## src/rtl/ioctl_pkg.sv

```systemverilog
// rtl/ioctl_pkg.sv - shared ioctl bus types and constants for player and receiver blocks
package ioctl_pkg;

    localparam int IOCTL_ADDR_W = 25;

    typedef enum logic [2:0] {
        IDLE,
        SETUP,
        FETCH,
        ARM,
        WRITE,
        GAP,
        FINISH
    } ioctl_player_state_t;

endpackage

```

## src/rtl/ioctl_player_if.sv

```systemverilog
// rtl/ioctl_player_if.sv - ioctl download bus between an initiator (master) and a receiver (slave)
interface ioctl_player_if #(
    parameter int ADDR_W = 25
) ();

    logic              ioctl_download;
    logic              ioctl_wr;
    logic [ADDR_W-1:0] ioctl_addr;
    logic [7:0]        ioctl_dout;
    logic [7:0]        ioctl_index;
    logic              ioctl_wait;

    modport master (
        output ioctl_download,
        output ioctl_wr,
        output ioctl_addr,
        output ioctl_dout,
        output ioctl_index,
        input  ioctl_wait
    );

    modport slave (
        input  ioctl_download,
        input  ioctl_wr,
        input  ioctl_addr,
        input  ioctl_dout,
        input  ioctl_index,
        output ioctl_wait
    );

endinterface

```

## src/rtl/ioctl_player.sv

```systemverilog
// rtl/ioctl_player.sv - streams a source-buffer image onto the ioctl download bus
// IOCTL_PLAYER_GAP_EN adds GAP_CYCLES idle cycles after every write.
module ioctl_player
    import ioctl_pkg::*;
#(
    parameter int ADDR_W = IOCTL_ADDR_W
`ifdef IOCTL_PLAYER_GAP_EN
    ,
    parameter int GAP_CYCLES = 3
`endif
) (
    input  logic              clk_sys,
    input  logic              reset,
    input  logic              start,
    input  logic [7:0]        index_in,
    input  logic [ADDR_W-1:0] length,
    output logic [ADDR_W-1:0] src_addr,
    output logic              src_rd,
    input  logic [7:0]        src_data,
    ioctl_player_if.master    bus,
    output logic              busy,
    output logic              done
);

    ioctl_player_state_t state_q, state_d;
    logic [ADDR_W-1:0] count_q, count_d;
    logic [ADDR_W-1:0] length_q, length_d;
    logic [ADDR_W-1:0] src_addr_q, src_addr_d;
    logic              src_rd_q, src_rd_d;
    logic              download_q, download_d;
    logic              wr_q, wr_d;
    logic [ADDR_W-1:0] addr_q, addr_d;
    logic [7:0]        dout_q, dout_d;
    logic [7:0]        index_q, index_d;
    logic              busy_q, busy_d;
    logic              done_q, done_d;
`ifdef IOCTL_PLAYER_GAP_EN
    logic [7:0]        gap_q, gap_d;
`endif

    logic [ADDR_W-1:0] count_inc;
    logic              adv;
    logic [ADDR_W-1:0] adv_cnt;

    assign count_inc = count_q + ADDR_W'(1);

    always_comb begin
        state_d    = state_q;
        count_d    = count_q;
        length_d   = length_q;
        src_addr_d = src_addr_q;
        src_rd_d   = 1'b0;
        download_d = download_q;
        wr_d       = 1'b0;
        addr_d     = addr_q;
        dout_d     = dout_q;
        index_d    = index_q;
        busy_d     = busy_q;
        done_d     = 1'b0;
        adv        = 1'b0;
        adv_cnt    = count_q;
`ifdef IOCTL_PLAYER_GAP_EN
        gap_d      = gap_q;
`endif
        unique case (state_q)
            IDLE: begin
                if (start) begin
                    if (length != '0) begin
                        state_d    = SETUP;
                        index_d    = index_in;
                        length_d   = length;
                        count_d    = '0;
                        busy_d     = 1'b1;
                        download_d = 1'b1;
                        src_rd_d   = 1'b1;
                        src_addr_d = '0;
                    end else begin
                        state_d = FINISH;
                        done_d  = 1'b1;
                    end
                end
            end
            SETUP: state_d = FETCH;
            FETCH: begin
                dout_d  = src_data;
                addr_d  = count_q;
                state_d = ARM;
            end
            ARM: begin
                if (!bus.ioctl_wait) begin
                    wr_d    = 1'b1;
                    state_d = WRITE;
                end
            end
            WRITE: begin
                count_d = count_inc;
`ifdef IOCTL_PLAYER_GAP_EN
                gap_d   = 8'(GAP_CYCLES - 1);
                state_d = GAP;
`else
                adv     = 1'b1;
                adv_cnt = count_inc;
`endif
            end
`ifdef IOCTL_PLAYER_GAP_EN
            GAP: begin
                if (gap_q == 8'd0) begin
                    adv = 1'b1;
                end else begin
                    gap_d = gap_q - 8'd1;
                end
            end
`endif
            FINISH: state_d = IDLE;
            default: state_d = IDLE;
        endcase

        // Leaving a byte: either fetch the next one or close the window
        if (adv) begin
            if (adv_cnt == length_q) begin
                state_d    = FINISH;
                done_d     = 1'b1;
                download_d = 1'b0;
                busy_d     = 1'b0;
            end else begin
                state_d    = SETUP;
                src_rd_d   = 1'b1;
                src_addr_d = adv_cnt;
            end
        end
    end

    always_ff @(posedge clk_sys) begin
        if (reset) begin
            state_q    <= IDLE;
            count_q    <= '0;
            length_q   <= '0;
            src_addr_q <= '0;
            src_rd_q   <= 1'b0;
            download_q <= 1'b0;
            wr_q       <= 1'b0;
            addr_q     <= '0;
            dout_q     <= '0;
            index_q    <= '0;
            busy_q     <= 1'b0;
            done_q     <= 1'b0;
`ifdef IOCTL_PLAYER_GAP_EN
            gap_q      <= '0;
`endif
        end else begin
            state_q    <= state_d;
            count_q    <= count_d;
            length_q   <= length_d;
            src_addr_q <= src_addr_d;
            src_rd_q   <= src_rd_d;
            download_q <= download_d;
            wr_q       <= wr_d;
            addr_q     <= addr_d;
            dout_q     <= dout_d;
            index_q    <= index_d;
            busy_q     <= busy_d;
            done_q     <= done_d;
`ifdef IOCTL_PLAYER_GAP_EN
            gap_q      <= gap_d;
`endif
        end
    end

    assign src_addr           = src_addr_q;
    assign src_rd             = src_rd_q;
    assign bus.ioctl_download = download_q;
    assign bus.ioctl_wr       = wr_q;
    assign bus.ioctl_addr     = addr_q;
    assign bus.ioctl_dout     = dout_q;
    assign bus.ioctl_index    = index_q;
    assign busy               = busy_q;
    assign done               = done_q;

endmodule

```

## src/flat_wrapper.sv

```systemverilog
// flat-port wrapper written by rule: the top's interface ports become plain ports
module ioctl_player_flat import ioctl_pkg::*;
#(
    parameter int ADDR_W = IOCTL_ADDR_W

)
  (clk_sys, reset, start, index_in, length, src_addr, src_rd, src_data, busy, done, bus_ioctl_download, bus_ioctl_wr, bus_ioctl_addr, bus_ioctl_dout, bus_ioctl_index, bus_ioctl_wait);
  ioctl_player_if #(.ADDR_W(ADDR_W)) bus_i ();
  input  logic clk_sys;
  input  logic reset;
  input  logic start;
  input  logic [7:0] index_in;
  input  logic [ADDR_W-1:0] length;
  output logic [ADDR_W-1:0] src_addr;
  output logic src_rd;
  input  logic [7:0] src_data;
  output logic busy;
  output logic done;
  output wire logic [$bits(bus_i.ioctl_download)-1:0] bus_ioctl_download;
  output wire logic [$bits(bus_i.ioctl_wr)-1:0] bus_ioctl_wr;
  output wire logic [$bits(bus_i.ioctl_addr)-1:0] bus_ioctl_addr;
  output wire logic [$bits(bus_i.ioctl_dout)-1:0] bus_ioctl_dout;
  output wire logic [$bits(bus_i.ioctl_index)-1:0] bus_ioctl_index;
  input wire logic [$bits(bus_i.ioctl_wait)-1:0] bus_ioctl_wait;
  assign bus_ioctl_download = bus_i.ioctl_download;
  assign bus_ioctl_wr = bus_i.ioctl_wr;
  assign bus_ioctl_addr = bus_i.ioctl_addr;
  assign bus_ioctl_dout = bus_i.ioctl_dout;
  assign bus_ioctl_index = bus_i.ioctl_index;
  assign bus_i.ioctl_wait = bus_ioctl_wait;
  ioctl_player #(.ADDR_W(ADDR_W)) u_core (.clk_sys(clk_sys), .reset(reset), .start(start), .index_in(index_in), .length(length), .src_addr(src_addr), .src_rd(src_rd), .src_data(src_data), .bus(bus_i), .busy(busy), .done(done));
endmodule
```

## config.mk

```make
export PLATFORM = sky130hd
export DESIGN_NAME = ioctl_player_flat
export DESIGN_NICKNAME = d
export VERILOG_FILES = /design/src/rtl/ioctl_pkg.sv /design/src/rtl/ioctl_player_if.sv /design/src/rtl/ioctl_player.sv /design/src/flat_wrapper.sv
export SDC_FILE = /design/constraint.sdc
export NUM_CORES = 1
export LEC_CHECK = 0
export BUFFER_PORTS_ARGS = -buffer_cell sky130_fd_sc_hd__buf_2
export CAP_MARGIN = 20
export CORE_MARGIN = 2
export CORE_UTILIZATION = 60
export DETAILED_ROUTE_END_ITERATION = 6
export PLACE_DENSITY = 0.84
export SYNTH_ARGS = -nofsm -noshare
export SYNTH_HDL_FRONTEND = slang
export SYNTH_SLANG_ARGS = --single-unit
```

## constraint.sdc

```tcl
create_clock -name clk_sys -period 6.3 [get_ports clk_sys]
set_input_delay 1.26 -clock clk_sys [delete_from_list [all_inputs] [get_ports clk_sys]]
set_output_delay 1.26 -clock clk_sys [all_outputs]
set_load 0.05 [all_outputs]
```

# Yosys cells after proc, flatten, opt, wreduce, memory -nomap -nowiden
# Cells that the tools add are included.
# Widths: inputs -> output; s select.
classes:
  reduce_logical: 7
  addsub: 1
  muxes: 37
  n_bitwise: 1
  eq_ne: 10
op_table:
  columns: ["cell", "count"]
  rows:
  - ["$mux 25", 8]
  - ["$pmux 25 s2", 1]
  - ["$add 25x1->25 const B", 1]
  - ["$eq 25x25->1", 1]
  - ["$reduce_bool 25->1", 1]
  - ["$mux 1", 22]
  - ["$mux 3", 5]
  - ["$pmux 3 s5", 1]
  - ["$reduce_and 3->1", 3]
  - ["$eq 3x2->1 const B", 2]
  - ["$ne 3x2->1 const B", 2]
  - ["$ne 2x1->1 const B", 2]
  - ["$eq 3x1->1 const B", 1]
  - ["$eq 3x3->1 const B", 1]
  - ["$logic_not 3->1", 1]
  - ["$ne 2x2->1 const B", 1]
  - ["$reduce_bool 2->1", 1]
  - ["$reduce_or 2->1", 1]
  - ["$not 1->1", 1]
word_totals:
  elab_cells: 68
  register_bits: 124

# Depth between registers and ports, before layout
logic_depth:
  ltp_word: 6
  ltp_mapped: 16
  mapped_depth_nobuf: 10

# Worst setup path after synthesis
# OpenSTA, ideal clock, no wires.
synth_path:
  path_type: "reg-to-reg"
  from: "register u_core.state_q[2]"
  to: "register u_core.src_addr_q[3], in the netlist u_core.src_addr[3]"
  required_time_ns: 6.167
  t_arrival_ns: 2.997
  period_less_slack_ns: 3.130
  stages_incl_launch_ff: 16
  n_path_buf: 5
  setup_ns: 0.133
  setup_slack_ns: 3.170
  path_cell_list: "dfxtp_1 -> buf_4 -> or3b_1 -> buf_2 -> inv_2 -> clkbuf_1 -> buf_1 -> ha_1 -> xnor2_1 -> nor2_1 -> o211ai_1 -> nor4b_2 -> nand4_1 -> nand2_2 -> buf_4 -> o31ai_1"
synth_via:
  elab_chain_cells: 5
  word_cells_on_any_way: 8
  cone_classes: "eq/ne: 2; mux: 5; reduce/logical: 1"
synth_rtl:
  columns: ["item", "line_no", "source"]
  rows:
  - ["from (decl)", "ioctl_player.sv:25", "ioctl_player_state_t state_q, state_d;"]
  - ["from (signal assigned)", "ioctl_player.sv:151", "state_q <= state_d;"]
  - ["$eq 3x3->1", "ioctl_player.sv:65", "unique case (state_q)"]
  - ["$mux 25", "ioctl_player.sv:65", null]
  - ["$eq 25x25->1", "ioctl_player.sv:120", "if (adv_cnt == length_q) begin"]
  - ["$mux 25", "ioctl_player.sv:120", null]
  - ["$mux 25 *", "ioctl_player.sv:119", "if (adv) begin"]
  - ["to (signal assigned)", "ioctl_player.sv:154", "src_addr_q <= src_addr_d;"]
  - ["to (decl)", "ioctl_player.sv:28", "logic [ADDR_W-1:0] src_addr_q, src_addr_d;"]
# Every way passes the cells marked *; elsewhere a longest branch is shown, timed or not.
# A chain may end at the register's enable or synchronous reset.

# Worst setup path in the final report
layout_path:
  from: "register u_core.state_q[0]"
  to: "register u_core.download_q, in the netlist u_core.bus.ioctl_download"
layout_via:
  elab_chain_cells: 5
  word_cells_on_any_way: 8
  cone_classes: "eq/ne: 2; mux: 5; reduce/logical: 1"
layout_rtl:
  columns: ["item", "line_no", "source"]
  rows:
  - ["$eq 3x3->1", "ioctl_player.sv:65", null]
  - ["$mux 25", "ioctl_player.sv:65", null]
  - ["$eq 25x25->1", "ioctl_player.sv:120", null]
  - ["$mux 1", "ioctl_player.sv:120", null]
  - ["$mux 1 *", "ioctl_player.sv:119", null]
  - ["to (signal assigned)", "ioctl_player.sv:156", "download_q <= download_d;"]
  - ["to (decl)", "ioctl_player.sv:30", "logic download_q, download_d;"]
# Marks and branches as above.

==> qor.txt <==
largest net degree at the start of global routing: 82
multi-input logic area: 3430 um^2
sw power: 0.723 mW
most used routing layer: met2
Net Sw Frac: 31.4%
sum of buffers and inverters on the critical path: 2
critical path endpoint category: flop
register area share after synthesis: 39.4%
post-route DRC violation count: 0
Main synth FF type: dfxtp_1
ranking of synthesized cells by area: dfxtp_1 39%, nand2_1 9.7%, a21oi_1 7.7%, xnor2_1 5.4%, xor2_1 2.8%
dominant cell type by area after synthesis: dfxtp_1
final antenna-violating net count: 0
Worst Tran Pin Value: 1090 ps
most frequent cell after synthesis: nand2_1
Crit Path Class: flop to flop
DP Worst Slack: 2240 ps
synth warn: 0
Total Wirelength: 17,200 um
Total Routing Usage GR: 31.1%
via count: 6,045
Clock Pin Slew Worst Setup and Hold Paths: 60 ps
first-pass GRT wire length: 27,900 um
core box area: 10,300 um^2
Clk Latency, worst-skew pair: 530 ps
clk buf depth: 2
# rows: 37
setup TNS: 0 ps
IO Port Bufs: 115
post-route cell area: 7330 um^2
Hold Path Class: flop to flop
final setup fails: 0
Async SR Flop Fraction: 0%
DP Cell Count: 976
vias per inst: 6.00
delay-heaviest family, CP: simple AND/OR/NAND/NOR gates
RSZ-0062 raised after global routing: false
Die Wd: 106 um
GRT met3 Usage: 5.46%
FMAX: 235 MHz
syn_nets: 843
placed cell area: 6740 um^2
HPWL after detailed placement: 11,600 um
Mapped Cells: 796
Critical Path AT: 4670 ps
CP peak stage delay: 970 ps
Startpoint Class: flop
CTS tree: built
grt ovf: 0
MaxCap Viol Count: 0
final worst path period need: 4250 ps
pwr/cell area: 314 nW/um^2
Internal: 1.58 mW
CP max-delay cell: and4_1
die area: 11,300 um^2
CP Max Fanout: 62
synthesis-stage register bit count: 124
CTS H-tree depth: 4
clk root buf: clkbuf_8
post-CTS sizing: 0
die height: 106 um
fin nets: 906
Gate power share: 19.6%
RePlAce Congestion: 0.894
Boundary Pins: 116
number of flops mapped to enable cells by yosys: 0
number of setup buffers added after CTS: 0
synthesized area per cell: 7.92 um^2
clock share of power: 42.4%
LEAKAGE: 2.78 nW
Layout Cells excl Fill: 1,007
worst-path cell chain: or3b_1, buf_4, inv_2, ha_1, xnor2_1, nor2_1, o211ai_1, nor4b_2, and4_1, a21oi_1, o21a_1
Yosys cell types: 63
status: complete, no violations
Post-Syn Area: 6300 um^2
grt met1 use: 42.5%
Seq pwr share: 38.0%
number of antenna diodes: 0
total power: 2.30 mW
synth cell count leaders: 163 x nand2_1, 124 x dfxtp_1, 97 x a21oi_1, 44 x clkbuf_1, 42 x nor2_1
post-route clock period utilization: 67.5%
antenna violations before repair: 0
effective utilization at floorplan: 61.3%
fraction of layout instances using a drive strength above 1: 20.3%
Seq. cell area: 2480 um^2
DR WL/cell: 17.0 um
initial drt markers: 566
Layout Skew: 10.2 ps
Req. time, crit path: 6720 ps
TritonRoute pass-1 iters: 5
peak supply drop: 0.221 mV
vias in the first global route: 5,584
Layout fillers: 830
Final WS setup: 2050 ps
Slew Viols, Final: 0
headroom to the max-slew limit: 27.2%
clock buffer count from CTS: 17
Area Overhead vs Synth: 16.4%
hold buffer count at cts: 0
clk sinks: 124
grt met2 use: 48.6%
Hold Fails Final Rpt: 0
Synth top area share: 39.4%
-- logic make-up after synthesis --
kind of cell	count (synthesis)	share of synthesized area, %
adder cells (fa/ha/maj)	2	0.397
AND/OR/NAND/NOR	333	27.3
flip-flops	124	39.4
AO/OA/AOI/OAI	196	18.2
buffers and inverters	81	6.29
XOR/XNOR	59	8.20
multiplexers	1	0.159
-- flip-flops by register name, indices dropped and copies added, names as in the netlist --
register / flops
u_core.count_q: 25
u_core.src_addr: 25
u_core.busy: 1
u_core.state_q: 3
u_core.bus.ioctl_index: 8
u_core.src_rd: 1
u_core.bus.ioctl_download: 1
u_core.length_q: 25
u_core.bus.ioctl_dout: 8
u_core.bus.ioctl_addr: 25
u_core.bus.ioctl_wr: 1
u_core.done: 1
-- placed cells by master (no fill, tap or decap), types with 11 or more instances in the layout --
master | synthesis | layout
xor2_1 | 20 | 20
xnor2_1 | 39 | 39
a21oi_1 | 97 | 97
nor3b_1 | 23 | 23
nand3_1 | 11 | 11
o21ai_0 | 24 | 24
nor2_1 | 42 | 41
buf_2 | 16 | 114
nand4_1 | 15 | 15
nand2_1 | 163 | 163
o31ai_1 | 22 | 22
dfxtp_1 | 124 | 124
o21ai_1 | 21 | 21
clkbuf_16 | 0 | 16
nor4_1 | 12 | 11
-- metal layers --
layer | share of wire [%] | vias up
met5 | 0 | -
met4 | 2.0 | 0
met3 | 7.7 | 33
met2 | 46 | 306
met1 | 44 | 2807
li1 | - | 2899
-- worst register-to-register path: cells and delay by family (launching register included) --
kind / cells / cell delay (ps)
flops: 1 / 620
xor+xnor: 1 / 140
simple gates: 4 / 1510
fa+ha+maj: 1 / 430
compound gates: 3 / 530
buf+inv: 2 / 920
-- stage by stage --
stage / hold WS (ps) / utilization (%)
after floorplan: 448 / -
after global placement: 438 / 65.3
after detailed placement: 443 / 65.6
after CTS: 451 / 71.4
after global routing: 474 / 71.4
final: 450 / 71.4
-- final timing paths --
path | to | start | cells past startpoint | slack (ps)
setup / recovery | u_core.bus.ioctl_download | u_core.state_q[0] | 11 | 2050
hold / removal | u_core.bus.ioctl_addr[10] | u_core.bus.ioctl_addr[10] | 2 | 450
setup reg to reg | u_core.bus.ioctl_download | u_core.state_q[0] | 11 | 2050
hold reg to reg | u_core.bus.ioctl_addr[10] | u_core.bus.ioctl_addr[10] | 2 | 450
-- power groups by stage --
stage | registers (mW) | logic (mW) | clock network (mW)
floorplan | 0.928 | 0.286 | 0
global placement | 0.884 | 0.417 | 0
detailed placement | 0.887 | 0.442 | 0
CTS | 0.871 | 0.447 | 0.978
global route | 0.878 | 0.489 | 1.02
finish | 0.874 | 0.450 | 0.976
-- layout make-up --
type / instances / area share [%]
Timing Repair Buffer: 121 / 8.77
Clock buffer: 21 / 6.13
Sequential cell: 124 / 33.9
Clock inverter: 10 / 1.93
Tap cell: 136 / 2.32
Multi-Input combinational cell: 591 / 46.8
Inverter: 4 / 0.205
(Power assumes the default switching activity.)
